### src/rtl/pc_fetch_unit_pkg.sv
// Shared types and default widths for the PC/fetch front end.
package pc_fetch_unit_pkg;

  localparam int unsigned FETCH_ADDR_W = 32;
  localparam int unsigned FETCH_INST_W = 32;

  // Reset is active-low: rst == RSTN_ENABLE means "in reset".
  localparam logic RSTN_ENABLE = 1'b0;

  typedef enum logic [1:0] {
    FETCH_IDLE = 2'd0,
    FETCH_REQ  = 2'd1,
    FETCH_WAIT = 2'd2,
    FETCH_DROP = 2'd3
  } fetch_state_e;

endpackage

### src/rtl/pc_fetch_unit_queue.sv
// Synchronous show-ahead FIFO holding {pc, inst} pairs for decode.
// Flush wins over push/pop. The head reads as zero while empty.
module fetch_queue
  import pc_fetch_unit_pkg::*;
#(
  parameter int unsigned WIDTH = FETCH_ADDR_W + FETCH_INST_W,
  parameter int unsigned DEPTH = 4,
  localparam int unsigned PTR_W = $clog2(DEPTH),
  localparam int unsigned CNT_W = PTR_W + 1
) (
  input  logic             clk,
  input  logic             rst,
  input  logic             push,
  input  logic [WIDTH-1:0] push_data,
  input  logic             pop,
  input  logic             flush,
  output logic [WIDTH-1:0] head_data,
  output logic             full,
  output logic             empty,
  output logic [CNT_W-1:0] count
);

  logic [WIDTH-1:0] slots [DEPTH];
  logic [PTR_W-1:0] rd_ptr;
  logic [PTR_W-1:0] wr_ptr;
  logic             do_push;
  logic             do_pop;

  assign empty     = (count == '0);
  assign full      = (count == CNT_W'(DEPTH));
  assign do_pop    = pop && !empty && !flush;
  assign do_push   = push && !flush && (!full || do_pop);
  assign head_data = empty ? '0 : slots[rd_ptr];

  // Pointer and occupancy bookkeeping; a simultaneous push and pop leaves count unchanged.
  always_ff @(posedge clk) begin
    if (rst == RSTN_ENABLE || flush) begin
      rd_ptr <= '0;
      wr_ptr <= '0;
      count  <= '0;
    end else begin
      if (do_push) wr_ptr <= wr_ptr + 1'b1;
      if (do_pop)  rd_ptr <= rd_ptr + 1'b1;
      if (do_push && !do_pop)      count <= count + 1'b1;
      else if (!do_push && do_pop) count <= count - 1'b1;
    end
  end

  // Entry storage; never read while empty, so it needs no reset.
  always_ff @(posedge clk) begin
    if (do_push) slots[wr_ptr] <= push_data;
  end

endmodule

### src/rtl/pc_fetch_unit.sv
// PC / fetch front end: owns the PC, issues one outstanding fetch at a time to
// memctrl, queues returned instructions and presents {pc, inst} to decode.
module pc_fetch_unit
  import pc_fetch_unit_pkg::*;
#(
  parameter int unsigned        ADDR_W     = FETCH_ADDR_W,
  parameter int unsigned        INST_W     = FETCH_INST_W,
  parameter int unsigned        INST_BYTES = 4,
  parameter logic [ADDR_W-1:0]  RESET_PC   = '0,
  parameter int unsigned        QDEPTH     = 4
) (
  input  logic              clk,
  input  logic              rst,
  input  logic              redirect_i,
  input  logic [ADDR_W-1:0] redirect_pc_i,
  output logic              mem_req_o,
  output logic [ADDR_W-1:0] mem_addr_o,
  input  logic              mem_gnt_i,
  input  logic              mem_rvalid_i,
  input  logic [INST_W-1:0] mem_rdata_i,
  output logic              if_valid_o,
  output logic [ADDR_W-1:0] if_pc_o,
  output logic [INST_W-1:0] if_inst_o,
  input  logic              if_ready_i
);

  localparam int unsigned CNT_W = $clog2(QDEPTH) + 1;
  localparam int unsigned OCC_W = CNT_W + 1;
  localparam logic [ADDR_W-1:0] ALIGN_MASK = ~(ADDR_W'(INST_BYTES - 1));

  fetch_state_e      state_q;
  logic [ADDR_W-1:0] pc_q;
  logic [ADDR_W-1:0] fetch_addr_q;
  logic              inflight_q;

  logic [ADDR_W-1:0] redirect_target;
  logic              pop;
  logic              push;
  logic              q_full;
  logic              q_empty;
  logic [CNT_W-1:0]  q_count;
  logic [ADDR_W+INST_W-1:0] q_head;
  logic [OCC_W-1:0]  occ_now;
  logic [OCC_W-1:0]  occ_after_push;
  logic              space_now;
  logic              space_after_push;

  assign redirect_target = redirect_pc_i & ALIGN_MASK;
  assign mem_addr_o      = pc_q;
  assign if_valid_o      = !q_empty;
  assign {if_pc_o, if_inst_o} = q_head;

  // Decode's pop is ignored on a redirect because the queue flushes that cycle.
  assign pop  = if_valid_o && if_ready_i;
  assign push = (state_q == FETCH_WAIT) && mem_rvalid_i && !redirect_i && (!q_full || pop);

  // The in-flight fetch holds a reserved slot so a returning push never meets a full queue.
  assign occ_now          = {1'b0, q_count} + OCC_W'(inflight_q);
  assign occ_after_push   = {1'b0, q_count} + OCC_W'(1) - OCC_W'(pop);
  assign space_now        = occ_now < OCC_W'(QDEPTH);
  assign space_after_push = occ_after_push < OCC_W'(QDEPTH);

  fetch_queue #(
    .WIDTH (ADDR_W + INST_W),
    .DEPTH (QDEPTH)
  ) u_queue (
    .clk       (clk),
    .rst       (rst),
    .push      (push),
    .push_data ({fetch_addr_q, mem_rdata_i}),
    .pop       (pop),
    .flush     (redirect_i),
    .head_data (q_head),
    .full      (q_full),
    .empty     (q_empty),
    .count     (q_count)
  );

  // Fetch FSM: PC, request line, in-flight flag and the address latched at grant.
  // A redirect overrides every other transition; a fetch already granted is
  // parked in DROP so its response is swallowed rather than queued.
  always_ff @(posedge clk) begin
    if (rst == RSTN_ENABLE) begin
      state_q      <= FETCH_IDLE;
      pc_q         <= RESET_PC;
      fetch_addr_q <= RESET_PC;
      inflight_q   <= 1'b0;
      mem_req_o    <= 1'b0;
    end else begin
      case (state_q)
        FETCH_IDLE: begin
          if (redirect_i) begin
            pc_q      <= redirect_target;
            state_q   <= FETCH_REQ;
            mem_req_o <= 1'b1;
          end else if (space_now) begin
            state_q   <= FETCH_REQ;
            mem_req_o <= 1'b1;
          end
        end
        FETCH_REQ: begin
          if (redirect_i) begin
            pc_q      <= redirect_target;
            mem_req_o <= 1'b0;
            if (mem_gnt_i) begin
              inflight_q <= 1'b1;
              state_q    <= FETCH_DROP;
            end else begin
              state_q <= FETCH_IDLE;
            end
          end else if (mem_gnt_i) begin
            fetch_addr_q <= pc_q;
            pc_q         <= pc_q + ADDR_W'(INST_BYTES);
            inflight_q   <= 1'b1;
            mem_req_o    <= 1'b0;
            state_q      <= FETCH_WAIT;
          end
        end
        FETCH_WAIT: begin
          if (redirect_i) pc_q <= redirect_target;
          if (mem_rvalid_i) begin
            inflight_q <= 1'b0;
            if (redirect_i || space_after_push) begin
              state_q   <= FETCH_REQ;
              mem_req_o <= 1'b1;
            end else begin
              state_q <= FETCH_IDLE;
            end
          end else if (redirect_i) begin
            state_q <= FETCH_DROP;
          end
        end
        FETCH_DROP: begin
          if (redirect_i) pc_q <= redirect_target;
          if (mem_rvalid_i) begin
            inflight_q <= 1'b0;
            state_q    <= FETCH_REQ;
            mem_req_o  <= 1'b1;
          end
        end
        default: begin
          state_q   <= FETCH_IDLE;
          mem_req_o <= 1'b0;
        end
      endcase
    end
  end

`ifndef SYNTHESIS
  // A response arriving before the first post-reset grant belongs to a fetch
  // cut off by reset and is legitimately ignored; after that, rvalid must only
  // arrive while a fetch is outstanding.
  logic seen_gnt_q;

  // Track whether any grant has happened since reset.
  always_ff @(posedge clk) begin
    if (rst == RSTN_ENABLE)           seen_gnt_q <= 1'b0;
    else if (mem_req_o && mem_gnt_i) seen_gnt_q <= 1'b1;
  end

  rvalid_only_when_outstanding: assert property (
    @(posedge clk) disable iff (rst == RSTN_ENABLE)
      (mem_rvalid_i && seen_gnt_q) |-> (state_q inside {FETCH_WAIT, FETCH_DROP})
  ) else $error("mem_rvalid_i with no fetch outstanding");
`endif

endmodule
### config.mk
export PLATFORM = sky130hd
export DESIGN_NAME = pc_fetch_unit
export DESIGN_NICKNAME = d
export VERILOG_FILES = /design/src/rtl/pc_fetch_unit_pkg.sv /design/src/rtl/pc_fetch_unit_queue.sv /design/src/rtl/pc_fetch_unit.sv
export SDC_FILE = /design/constraint.sdc
export NUM_CORES = 1
export LEC_CHECK = 0
export BUFFER_PORTS_ARGS = -buffer_cell sky130_fd_sc_hd__buf_4
export CAP_MARGIN = 10
export CORE_MARGIN = 5
export CORE_UTILIZATION = 52
export CTS_CLUSTER_SIZE = 16
export DETAILED_ROUTE_END_ITERATION = 12
export PLACE_DENSITY = 0.76
export SYNTH_ARGS = -nofsm -noshare
export SYNTH_HDL_FRONTEND = slang
export SYNTH_SLANG_ARGS = --single-unit
export TNS_END_PERCENT = 100
### constraint.sdc
create_clock -name clk -period 2.7 [get_ports clk]
set_input_delay 0.135 -clock clk [delete_from_list [all_inputs] [get_ports clk]]
set_output_delay 0.135 -clock clk [all_outputs]
set_load 0.005 [all_outputs]
* Word level (Yosys, flattened, before mapping)
Memories as Yosys holds them, arrays and structs flattened. A register that Yosys moved wholly into a read port is not among the register bits.
Index checks and enable logic that the tools add are counted.
** Cells by class
- $lt $le $gt $ge :: 2
- Bitwise logic cells :: 2
- Reduce and logical (&&, ||, !) cells :: 30
- Muxes and demuxes :: 32
- Add/sub/neg operators :: 8
- Eq/ne operators :: 13
** Operators with widths (count)
- $mux W32 :: 3
- $mux W64 :: 1
- $pmux W32 S2 :: 1
- $add A32 B3 Y32 const B :: 1
- $mux W2 :: 10
- $mux W1 :: 12
- $logic_and A1 B1 Y1 :: 10
- $ne A3 B3 Y1 const B :: 3
- $lt A4 B3 Y1 const B :: 2
- $pmux W2 S4 :: 1
- $mux W3 :: 2
- $ne A2 B1 Y1 const B :: 3
- $ne A2 B2 Y1 const B :: 3
- $reduce_and A3 Y1 :: 2
- $logic_not A1 Y1 :: 5
- $reduce_and A5 Y1 :: 1
- $add A2 B1 Y2 const B :: 2
- $add A3 B1 Y4 :: 1
- $add A3 B1 Y4 const B :: 1
- $eq A2 B2 Y1 const B :: 2
- $logic_or A1 B1 Y1 :: 4
- $pmux W1 S4 :: 1
- $reduce_and A4 Y1 :: 1
- $reduce_bool A2 Y1 :: 2
- other kinds (12) :: 13
** Storage, ports and cells
- RAM bits :: 256
- Bits in registers :: 75
- Output and inout port bits :: 98
- Word-level logic and storage cells :: 96
- Memories kept :: 1
- Bits of input ports :: 70
** Memory list
- u_queue.slots :: depth 4, width 64, rd ports 1, clocked after memory_dff 1, wr ports 1, line pc_fetch_unit_queue.sv:23 : logic [WIDTH-1:0] slots [DEPTH];

* Depth between registers and ports, before layout
- Word-level depth :: 11
- Gate-level depth with buffers :: 10
- Gate-level depth less buffers :: 10

* Modules after synthesis
Synthesis repeated with hierarchy kept, for this count alone.
** Second synthesis, totals
- Cell total of the unflattened synthesis :: 835
- Area total of the unflattened synthesis :: 13150.1 um^2
** By module, submodules not included
- fetch_queue :: cells each 457, sequential area each 7867.5 um^2, times used 1, area an instance 10153.5 um^2
- pc_fetch_unit :: cells each 378, sequential area each 1281.2 um^2, times used 1, area an instance 2996.6 um^2

* Worst setup path before layout
OpenSTA, ideal clock, no wires.
- Kind :: flip-flop to flip-flop
- Start point :: register state_q[0]
- End point :: memory u_queue.slots[1][0] in the netlist's numbering (enable)
- Library setup time :: 426 ps
- Data required time :: 2274 ps
- Stages on the path, launching flop included :: 6
- Clock period less this slack :: 2949 ps
- Setup slack :: -249 ps
- Buffers on the path :: 0
- Arrival :: 2523 ps
- Path through :: dfxtp_1 -> inv_1 -> ha_1 -> nand2_1 -> nor3_2 -> and2_1
** On the way
- Cells in the longest elaborated chain, start to end :: 8
** Ends and longest elaborated chain
- start: declaration :: line pc_fetch_unit.sv:31 : fetch_state_e state_q;
- start signal: assignment :: line pc_fetch_unit.sv:84 : state_q <= FETCH_IDLE;
- start signal: assignment :: line pc_fetch_unit.sv:94 : state_q <= FETCH_REQ;
- start signal: assignment :: line pc_fetch_unit.sv:97 : state_q <= FETCH_REQ;
- $eq A2 B2 Y1 :: line pc_fetch_unit.sv:55 : assign push = (state_q == FETCH_WAIT) && mem_rvalid_i && !redirect_i && (!q_full || pop);
- $logic_and A1 B1 Y1 (3 in a row) :: line pc_fetch_unit.sv:55
- $logic_and A1 B1 Y1 (2 in a row) :: line pc_fetch_unit_queue.sv:32 : assign do_push = push && !flush && (!full || do_pop);
- named net u_queue.do_push :: line pc_fetch_unit_queue.sv:26 : logic do_push;
- $mux W1 :: line pc_fetch_unit_queue.sv:51 : if (do_push) slots[wr_ptr] <= push_data;
- $mux W1 (not written as such) :: line pc_fetch_unit_queue.sv:51
- end: declaration :: line pc_fetch_unit_queue.sv:23
The timed path passes the listed nets, and every way through them passes these cells.

* Worst setup path after layout
- Start point :: register pc_q[18] (netlist: mem_addr_o[18])
- End point :: register pc_q[31] (netlist: mem_addr_o[31])
** On the way
- Cells in the longest elaborated chain, start to end :: 4
** Ends and longest elaborated chain
- start: declaration :: line pc_fetch_unit.sv:32 : logic [ADDR_W-1:0] pc_q;
- start signal: assignment :: line pc_fetch_unit.sv:93 : pc_q <= redirect_target;
- start signal: assignment :: line pc_fetch_unit.sv:103 : pc_q <= redirect_target;
- start signal: assignment :: line pc_fetch_unit.sv:113 : pc_q <= pc_q + ADDR_W'(INST_BYTES);
- $add A32 B3 Y32 :: line pc_fetch_unit.sv:113
- $mux W32 :: line pc_fetch_unit.sv:111 : end else if (mem_gnt_i) begin
- $mux W32 :: line pc_fetch_unit.sv:102 : if (redirect_i) begin
- $pmux W32 S2 :: line pc_fetch_unit.sv:90 : case (state_q)
No other way between the ends. The select of a mux whose other input is x is not followed.
A chain may end at the register's enable or synchronous reset.

==> impl_metrics.prom <==
# TYPE chip_impl_metric gauge
chip_impl_metric{name="global_route.usage.met3",unit="%"} 4.01
chip_impl_info{name="crit_top_cell",value="nand3_1"} 1
chip_impl_metric{name="first_global_vias",unit=""} 8130
chip_impl_metric{name="routed-via-count",unit=""} 7916
chip_impl_info{name="cts_tree",value="built"} 1
chip_impl_metric{name="iter_0_drt_violations",unit=""} 493
chip_impl_metric{name="grt_antenna_before_repair",unit=""} 0
chip_impl_metric{name="grt.overflow.total",unit=""} 0
chip_impl_info{name="run_status",value="finished clean"} 1
chip_impl_metric{name="portBuffers",unit=""} 161
chip_impl_metric{name="clock_insertion_delay_worst_skew",unit="ps"} 550
chip_impl_metric{name="critical_path_depth",unit=""} 6
chip_impl_metric{name="grt_start_max_net_pins",unit=""} 64
chip_impl_metric{name="syn2layout_area_growth",unit="%"} 27.7
chip_impl_metric{name="postSynth.asyncResetShare",unit="%"} 0
chip_impl_metric{name="final.period_utilization",unit="%"} 96.5
chip_impl_metric{name="fin_nets",unit=""} 1165
chip_impl_metric{name="remaining_drc_errors",unit=""} 0
chip_impl_metric{name="drive_gt1_share",unit="%"} 28.3
chip_impl_metric{name="max_clock_freq",unit="GHz"} 0.384
chip_impl_metric{name="timing.setup.tns",unit="ps"} 0
chip_impl_info{name="setup.worst_path.class",value="flip-flop to flip-flop"} 1
chip_impl_metric{name="worst-path-max-fanout",unit=""} 7
chip_impl_metric{name="num_antenna_cells",unit=""} 0
chip_impl_metric{name="via_per_inst",unit=""} 5.53
chip_impl_metric{name="die_height",unit="um"} 167
chip_impl_metric{name="cp.buffers_inverters",unit=""} 1
chip_impl_info{name="crit_slowest_cell",value="dlygate4sd3_1"} 1
chip_impl_metric{name="fin_hold_ws",unit="ps"} 93.3
chip_impl_metric{name="synth.ff_latch_count",unit=""} 321
chip_impl_metric{name="synth-edff-count",unit=""} 248
chip_impl_metric{name="finalHoldViolCount",unit=""} 0
chip_impl_metric{name="critical_path_arrival",unit="ps"} 3090
chip_impl_metric{name="power-per-cell-area",unit="nW/um2"} 619
chip_impl_metric{name="post_cts_buffers",unit=""} 0
chip_impl_info{name="root_cell_of_the_clock_tree",value="clkbuf_16"} 1
chip_impl_metric{name="global_route_wire_length_before_repair",unit="mm"} 43.7
chip_impl_metric{name="fin_crit",unit="ps"} 2610
chip_impl_metric{name="worst-r2r-cell-count",unit=""} 6
chip_impl_metric{name="post-place-ws",unit="ps"} 252
chip_impl_metric{name="gp_congestion",unit=""} 0.885
chip_impl_metric{name="placed_area",unit="um2"} 14600
chip_impl_metric{name="worst_vdd_ir",unit="mV"} 0.434
chip_impl_metric{name="num_io_pins",unit=""} 168
chip_impl_metric{name="drt.antenna.violating_nets",unit=""} 0
chip_impl_metric{name="grt.total_usage",unit="%"} 19.2
chip_impl_info{name="worstPathCellList",value="nand3_1, nor4_1, nand4_1, or4_1, nand3_1, dlygate4sd3_1"} 1
chip_impl_metric{name="wl_per_cell",unit="um"} 18.9
chip_impl_metric{name="worst_path_largest_cell_delay",unit="ps"} 540
chip_impl_metric{name="timing.final.setup_violations",unit=""} 0
chip_impl_metric{name="finalInstanceArea",unit="um2"} 16400
chip_impl_metric{name="worstPathRequired",unit="ps"} 3180
chip_impl_metric{name="final_worst_setup_slack",unit="ps"} 93.9
chip_impl_metric{name="dp_hpwl",unit="mm"} 16.5
chip_impl_metric{name="synth_cell_type_count",unit=""} 54
chip_impl_metric{name="synthesis.area",unit="um2"} 12900
chip_impl_metric{name="slew_viol_final",unit=""} 0
chip_impl_metric{name="power.static_leakage",unit="nW"} 5.59
chip_impl_metric{name="rows",unit=""} 57
chip_impl_info{name="synth_top_flop_cell",value="edfxtp_1"} 1
chip_impl_metric{name="synth_sequential_area_ratio",unit="%"} 69.2
chip_impl_metric{name="initial_utilization",unit="%"} 52.9
chip_impl_metric{name="core_area",unit="um2"} 24300
chip_impl_metric{name="timing.slew.headroom",unit="%"} 62.1
chip_impl_metric{name="detailedRoute.firstPassIterationCount",unit=""} 5
chip_impl_metric{name="max_slew.worst_pin.slew",unit="ps"} 568
chip_impl_metric{name="cts-buffers-inserted",unit=""} 31
chip_impl_metric{name="finalClockSkew",unit="ps"} 17.2
chip_impl_metric{name="count_of_mapped_cells_out_of_synthesis",unit=""} 825
chip_impl_metric{name="clk_pin_slew_worst_paths",unit="ps"} 60
chip_impl_metric{name="utilization",unit="%"} 67.6
chip_impl_metric{name="clk_path_buf_depth",unit=""} 3
chip_impl_metric{name="grt_util_met2",unit="%"} 31.7
chip_impl_info{name="path_delay_family",value="simple AND/OR/NAND/NOR gates"} 1
chip_impl_metric{name="route.final.wire_length",unit="mm"} 27.1
chip_impl_metric{name="layout.filler_cells",unit=""} 1663
chip_impl_metric{name="synth.avg_cell_area",unit="um2"} 15.6
chip_impl_metric{name="yosysWarnings",unit=""} 0
chip_impl_info{name="endpoint_kind_of_the_worst_setup_timing_path",value="flip-flop"} 1
chip_impl_info{name="global_route.peak_usage_layer",value="met2"} 1
chip_impl_info{name="rsz0062_at_grt",value="no"} 1
chip_impl_info{name="critPathLaunchType",value="flip-flop"} 1
chip_impl_info{name="timing.hold.worst.class",value="primary input to flip-flop"} 1
chip_impl_metric{name="h_tree_level_count",unit=""} 1
chip_impl_metric{name="numClockSinks",unit=""} 321
chip_impl_metric{name="max_cap_violations",unit=""} 0
chip_impl_metric{name="design.die.area",unit="um2"} 28000
chip_impl_metric{name="min_path_cells",unit=""} 6
chip_impl_metric{name="die-width",unit="um"} 167
chip_impl_metric{name="groute.layer.met1.usage",unit="%"} 26.7
worst paths after layout:
path	startpoint	slack, ps	endpoint
max	mem_addr_o[18]	90	mem_addr_o[31]
max reg2reg	mem_addr_o[18]	90	mem_addr_o[31]
min	mem_gnt_i	90	inflight_q
min reg2reg	fetch_addr_q[22]	500	fetch_addr_q[22]
power by group:
| part | leakage [nW] | switching (mW) | internal, mW | total [mW] |
|---|---|---|---|---|
| combinational | 2.41 | 0.326 | 0.360 | 0.686 |
| sequential | 2.70 | 0.0956 | 5.38 | 5.48 |
| clock | 0.474 | 1.70 | 2.30 | 4.00 |
final cells by class:
cell class,instances,area (um2),area share (%)
clock buffer,44,855,5.20
clock inverter,14,105,0.640
inverter,13,48.8,0.297
multi-input combinational,447,3720,22.6
sequential,321,8910,54.2
tap,324,405,2.47
timing repair buffer,269,2380,14.5
timing repair:
item                                   CTS  global route
setup endpoints to repair                0             1
gates resized for setup                  0             1
hold buffers                            86             0
endpoints found under the hold margin  160             0
cells in the final DEF (no fill, tap or decap), drive strengths merged, types with 8 or more instances in the layout:
master / n
a21oi: 56
inv: 13
edfxtp: 248
nand3: 16
o21ai: 24
nand4: 14
nor4: 8
clkbuf: 44
and2: 67
dfxtp: 73
xnor2: 9
mux4: 62
nor2: 21
xor2: 18
clkinv: 11
nand2: 87
ha: 11
dlygate4sd3: 86
buf: 183
cell usage after synthesis (9+ instances only):
master | count | area (um2)
edfxtp_1 | 248 | 7450
nand2_1 | 87 | 327
dfxtp_1 | 73 | 1460
and2_1 | 67 | 419
mux4_2 | 62 | 1400
a21oi_1 | 56 | 280
clkbuf_1 | 32 | 120
o21ai_0 | 22 | 110
nor2_1 | 20 | 75.1
xor2_1 | 18 | 158
nand3_1 | 14 | 70.1
inv_1 | 12 | 45.0
nand4_1 | 12 | 75.1
ha_1 | 11 | 138
xnor2_1 | 9 | 78.8
kinds of logic (layout without fill, tap and decap cells):
kind of cell / after synthesis / after routing / share of synthesized area [%]
AND/OR/NAND/NOR: 238 / 238 / 10.1
AO/OA/AOI/OAI: 101 / 101 / 4.49
other: 1 / 4 / 0.0291
adder cells (fa/ha/maj): 12 / 12 / 1.23
XOR/XNOR: 27 / 27 / 1.84
flip-flops: 321 / 321 / 69.2
buffers and inverters: 60 / 340 / 2.03
multiplexers: 65 / 65 / 11.1
worst min-delay path, stage by stage:
cell and delay (ps):
buf_4 120, inv_1 70, a21oi_1 80, nand2_1 60, a22oi_1 50, nor2_1 70
layer usage:
layer | share of wire [%] | vias up
li1 | - | 3648
met1 | 43 | 3905
met2 | 48 | 313
met3 | 7.1 | 50
met4 | 1.7 | 0
met5 | 0 | -
sequential cells by signal, summed over array words and instances (netlist names), named ones only:
signal	count
u_queue.slots	248
fetch_addr_q	30
mem_addr_o	30
u_queue.count	3
state_q	2
u_queue.rd_ptr	2
u_queue.wr_ptr	2
inflight_q	1
mem_req_o	1
stage by stage:
step / cells / power (mW)
final: 1432 / 10.2
after global routing: 1432 / 10.5
after CTS: 1432 / 10.2
after detailed placement: 1288 / 6.14
after global placement: 1288 / 6.13
after floorplan: 828 / 5.84
(Power assumes the default switching activity.)
